===== src/rtl/mux8_scan_ctrl.sv =====
// Scan sequencer for an 8:1 data-select mux: steps the select lines over the
// enabled channels, samples Y after a settle delay and hands out 8-bit frames.
module mux8_scan_ctrl #(
    parameter int unsigned SETTLE = 2
) (
    input  logic       clk,
    input  logic       rst,
    input  logic       start,
    input  logic       continuous,
    input  logic [7:0] ch_mask,
    output logic [2:0] ds,
    output logic       g_n,
    input  logic       y_in,
    output logic [7:0] frame,
    output logic       frame_valid,
    input  logic       frame_ready,
    output logic       busy,
    output logic       overrun
);

    typedef enum logic [1:0] {
        S_IDLE,
        S_SETTLE,
        S_SAMPLE,
        S_DONE
    } state_t;

    state_t     state_q;
    logic [2:0] ds_q;
    logic       gn_q;
    logic [7:0] frame_q;
    logic       frameValid_q;
    logic       busy_q;
    logic       overrun_q;
    logic [7:0] mask_q;
    logic [7:0] acc_q;
    logic [3:0] cnt_q;

    logic [2:0] armFirst_d;
    logic       armAny_d;
    logic [2:0] nextIdx_d;
    logic       nextFound_d;
    logic       armNow_d;
    logic       slotFree_d;

    // Lowest enabled channel of the incoming mask, and the next enabled
    // channel above the current select within the latched mask.
    always_comb begin
        armFirst_d  = 3'd0;
        armAny_d    = |ch_mask;
        nextIdx_d   = 3'd0;
        nextFound_d = 1'b0;
        for (int i = 7; i >= 0; i--) begin
            if (ch_mask[i]) begin
                armFirst_d = 3'(i);
            end
            if (mask_q[i] && (3'(i) > ds_q)) begin
                nextIdx_d   = 3'(i);
                nextFound_d = 1'b1;
            end
        end
        armNow_d   = ((state_q == S_IDLE) && start) ||
                     ((state_q == S_DONE) && continuous);
        slotFree_d = !frameValid_q || frame_ready;
    end

    always_ff @(posedge clk) begin
        if (rst) begin
            state_q      <= S_IDLE;
            ds_q         <= 3'd0;
            gn_q         <= 1'b1;
            frame_q      <= 8'd0;
            frameValid_q <= 1'b0;
            busy_q       <= 1'b0;
            overrun_q    <= 1'b0;
            mask_q       <= 8'd0;
            acc_q        <= 8'd0;
            cnt_q        <= 4'd0;
        end else begin
            if (frameValid_q && frame_ready) begin
                frameValid_q <= 1'b0;
            end
            case (state_q)
                S_IDLE: begin
                    gn_q   <= 1'b1;
                    busy_q <= 1'b0;
                end
                S_SETTLE: begin
                    if (cnt_q == 4'd0) begin
                        state_q <= S_SAMPLE;
                    end else begin
                        cnt_q <= cnt_q - 4'd1;
                    end
                end
                S_SAMPLE: begin
                    acc_q[ds_q] <= y_in;
                    if (nextFound_d) begin
                        ds_q    <= nextIdx_d;
                        cnt_q   <= 4'(SETTLE - 1);
                        state_q <= S_SETTLE;
                    end else begin
                        gn_q    <= 1'b1;
                        state_q <= S_DONE;
                    end
                end
                S_DONE: begin
                    // A full slot keeps the pending frame; the new one is dropped.
                    if (slotFree_d) begin
                        frame_q      <= acc_q;
                        frameValid_q <= 1'b1;
                    end else begin
                        overrun_q <= 1'b1;
                    end
                    state_q <= S_IDLE;
                    busy_q  <= 1'b0;
                end
                default: begin
                    state_q <= S_IDLE;
                end
            endcase
            // Arming from IDLE or re-arming from DONE overrides the above.
            if (armNow_d) begin
                mask_q <= ch_mask;
                acc_q  <= 8'd0;
                busy_q <= 1'b1;
                if (armAny_d) begin
                    ds_q    <= armFirst_d;
                    gn_q    <= 1'b0;
                    cnt_q   <= 4'(SETTLE - 1);
                    state_q <= S_SETTLE;
                end else begin
                    state_q <= S_DONE;
                end
            end
        end
    end

    assign ds          = ds_q;
    assign g_n         = gn_q;
    assign frame       = frame_q;
    assign frame_valid = frameValid_q;
    assign busy        = busy_q;
    assign overrun     = overrun_q;

endmodule


===== config.mk =====
export PLATFORM = sky130hd
export DESIGN_NAME = mux8_scan_ctrl
export DESIGN_NICKNAME = d
export VERILOG_FILES = /design/src/rtl/mux8_scan_ctrl.sv
export SDC_FILE = /design/constraint.sdc
export NUM_CORES = 1
export LEC_CHECK = 0
export ABC_AREA = 1
export ABC_CLOCK_PERIOD_IN_PS = 1500
export CAP_MARGIN = 15
export CORE_ASPECT_RATIO = 1.1
export CORE_MARGIN = 5
export CORE_UTILIZATION = 45
export DETAILED_ROUTE_END_ITERATION = 10
export GPL_TIMING_DRIVEN = 0
export PLACE_DENSITY = 0.72
export SLEW_MARGIN = 20
export SYNTH_ARGS = -nofsm -noshare
export SYNTH_HDL_FRONTEND = slang
export SYNTH_SLANG_ARGS = --single-unit

===== constraint.sdc =====
create_clock -name clk -period 1.5 [get_ports clk]
set_clock_uncertainty 0.2 [all_clocks]
set_input_delay 0.3 -clock clk [delete_from_list [all_inputs] [get_ports clk]]
set_output_delay 0.3 -clock clk [all_outputs]
set_load 0.005 [all_outputs]

==> impl_metrics.csv <==
group,metric,value,unit
timing,finalSetupViolCount,22,
timing,fin_crit_sh,112.1,%
synthesis,ys_types,29,
cells_and_area,final_cell_mix,"29 x dfxtp_1, 26 x nand2_1, 23 x nor2_1, 23 x buf_4, 21 x inv_1",
critical_path,reg2reg_slack,-0.18,ns
route,drt_iter0_markers,120,
route,dr_total_vias,1926,
synthesis,synth_cells,254,
floorplanning,die_height,76.44,µm
synthesis,seq_area_frac_synth,39.92,%
critical_path,r2r-start,"ds[2]",
route,route.detailed.drc,0,
synthesis,yosys.area_share.simple,28.00,%
synthesis,syn_nets,274,
route,wire_per_inst,15.16,µm
clocking,cts.sinks,36,
worst_hold_path,hp-start,"y_in",
cells_and_area,layout_commonest_cell,"dfxtp_1",
floorplanning,coreArea,3934,µm²
cells_and_area,seqCellArea,737.0,µm²
global_routing,grt_pass1_wl,8204,µm
floorplanning,ios,29,
cells_and_area,multiInputGateArea,1287,µm²
route,drt-pass1-iter-count,4,
critical_path,crit_start,"ds[2]",
timing,rsz0062_at_grt,"true",
placement,place.port_buffers,27,
worst_hold_path,min_path_type,"input port to flip-flop",
cells_and_area,fillCellCount,284,
placement,place.gp.congestion,0.8786,
timing,worstMarginPinSlew,0.4570,ns
synthesis,post_synth_xor_area_fraction,0.9702,%
synthesis,synth_top_family_by_area,"simple AND/OR/NAND/NOR gates",
clocking,cts_tree,"built",
clocking,clk_pin_slew,0.07,ns
pwr,power.density,1644,nW/µm²
synthesis,synthMuxAreaShare,0,%
timing,report.final.slew_viol_count,0,
placement,dp_cells,333,
global_routing,gr-usage-all-layers,18.39,%
critical_path,worst_ep_arrival_time,1.70,ns
route,vias_per_cell,5.277,
placement,dp_hpwl,3014,µm
cells_and_area,final_cells,365,
synthesis,synth_area_leaders,"dfxtp_1 40%, nand2_1 9.1%, o21ai_0 7.8%, nor2_1 6.9%, a21oi_1 6.7%",
clocking,cts_made_buffers,5,
cells_and_area,final_core_util,72.42,%
job,drv_cap,0,
critical_path,worstPathRequired,1.52,ns
global_routing,grt_max_degree,11,
timing,timing.final.hold_violations,0,
synthesis,syn_area,1805,µm²
critical_path,crit_fanout,6,
clocking,htree_levels,2,
timing,period_minus_slack,1.682,ns
critical_path,critical_path_class,"flip-flop to flip-flop",
outcome,outcome,"complete, but fails checks",
clocking,worstSkewPairLatency,0.29,ns
synthesis,synth_top_cell_by_area,"dfxtp_1",
synthesis,synth-seq-cells,36,
floorplanning,dieArea,5381,µm²
timing,fmax,0.5947,GHz
pwr,power.leakage,1.184,nW
clocking,cts_buffer_depth,2,
floorplanning,die_w,70.40,µm
cells_and_area,syn_to_final_growth,57.80,%
synthesis,synth-compound-area-share,17.60,%
clocking,root_buffer,"clkbuf_8",
global_routing,grt_pass1_vias,1820,
floorplanning,fp-row-count,24,
global_routing,overflow,0,
route,finalWirelength,5532,µm
route,ant_nets,0,
synthesis,yosysTopAreaCellShare,39.92,%
global_routing,antenna_found_initial,0,
timing,max_slew_margin,69.53,%
cells_and_area,layout-drive-gt1-share,41.21,%
cells_and_area,nets,333,
timing,setup_ws,-0.1815,ns
cells_and_area,antennaDiodeCount,0,
synthesis,synthAdderAreaFrac,4.158,%
critical_path,critPathLaunchType,"flip-flop",
synthesis,ys_warn_count,0,
pwr,ir_worst_vdd,0.8907,mV
synthesis,syn_area_per_cell,7.108,µm²
critical_path,end_kind,"flip-flop",
outcome,violations,"setup timing",
floorplanning,start_util,45.90,%
Yosys cell counts:
library cell / count
inv_1: 32
nand3_2: 3
clkbuf_1: 3
o21ai_0: 28
buf_6: 1
ha_1: 6
nor2_2: 1
dfxtp_1: 36
inv_2: 1
o211ai_1: 2
nand2_1: 44
buf_2: 1
a31oi_1: 1
clkbuf_8: 1
o2111ai_1: 1
o21bai_1: 1
nand2_4: 1
nor2_4: 2
nand2_2: 6
nor2_1: 33
xor2_1: 2
nand3_1: 14
o31ai_1: 1
buf_1: 1
o21a_1: 1
a21oi_1: 24
nand3b_1: 1
nand4_1: 5
o21ai_1: 1
flip-flops by register name, summed over array words and instances, names as in the netlist:
| name | cells |
|---|---|
| acc_q | 8 |
| frame | 8 |
| mask_q | 7 |
| cnt_q | 4 |
| ds | 3 |
| state_q | 2 |
| busy | 1 |
| frame_valid | 1 |
| g_n | 1 |
| overrun | 1 |
kinds of logic after synthesis:
family	Yosys count
buffers and inverters	40
xor gates and xnor gates	2
and+or+nand+nor	110
AOI/OAI and AO/OA	60
adders and majority gates	6
DFF	36
timing repair:
| action | CTS | global route |
|---|---|---|
| gates resized for setup | 88 | 50 |
| setup buffers | 22 | 4 |
| pin swaps | 25 | 17 |
| hold buffers | 0 | 0 |
| setup endpoints to repair | 50 | 34 |
final timing paths:
check	to	cells past startpoint
max	ds[0]	10
min	acc_q[7]	3
min reg2reg	cnt_q[3]	2
max reg2reg	ds[0]	10
metrics by stage:
step | hold WS [ns] | setup WS [ns] | area [µm²] | total power, mW | TNS (ns)
after global placement | 0.2503 | -0.4529 | 2156 | 2.720 | -12.41
after global routing | 0.2554 | -0.2308 | 2849 | 4.957 | -3.639
final | 0.2199 | -0.1815 | 2849 | 4.685 | -1.760
after detailed placement | 0.2536 | -0.4888 | 2156 | 2.740 | -13.06
after CTS | 0.2071 | -0.08020 | 2628 | 4.153 | -0.5864
after floorplan | 0.1617 | -0.02527 | 1821 | 2.315 | -0.02527
routing by layer:
metal  part of all wire (%)  GRT usage, %  vias to the layer above
li1                       -             -                      950
met1                     40         22.07                      902
met2                     52         31.84                       57
met3                    5.3         4.222                       17
met4                    2.9         6.130                        0
met5                      0             0                        -
power by group:
group / switching, mW / internal, mW / leakage (nW)
Clock: 0.339 / 0.409 / 0.0503
Sequential: 0.152 / 1.13 / 0.297
Combinational: 1.49 / 1.16 / 0.837
Total: 1.98 / 2.71 / 1.18
layout make-up:
| type | instances | area share [%] |
|---|---|---|
| Inverter | 33 | 4.831 |
| Clock buffer | 7 | 3.382 |
| Buffer | 6 | 1.932 |
| Sequential cell | 36 | 25.87 |
| Timing Repair Buffer | 53 | 16.51 |
| Tap cell | 52 | 2.284 |
| Multi-Input combinational cell | 178 | 45.19 |
critical path: stages (launching register included):
cell and delay, ns:
dfxtp_2 0.33, buf_8 0.14, nor2_4 0.17, nand2_2 0.08, nand2_2 0.11, nor2_4 0.05, nand2_2 0.09, nand2_4 0.10
a21oi_1 0.15, nand2_1 0.08, a21oi_2 0.12
(Power assumes the default switching activity.)
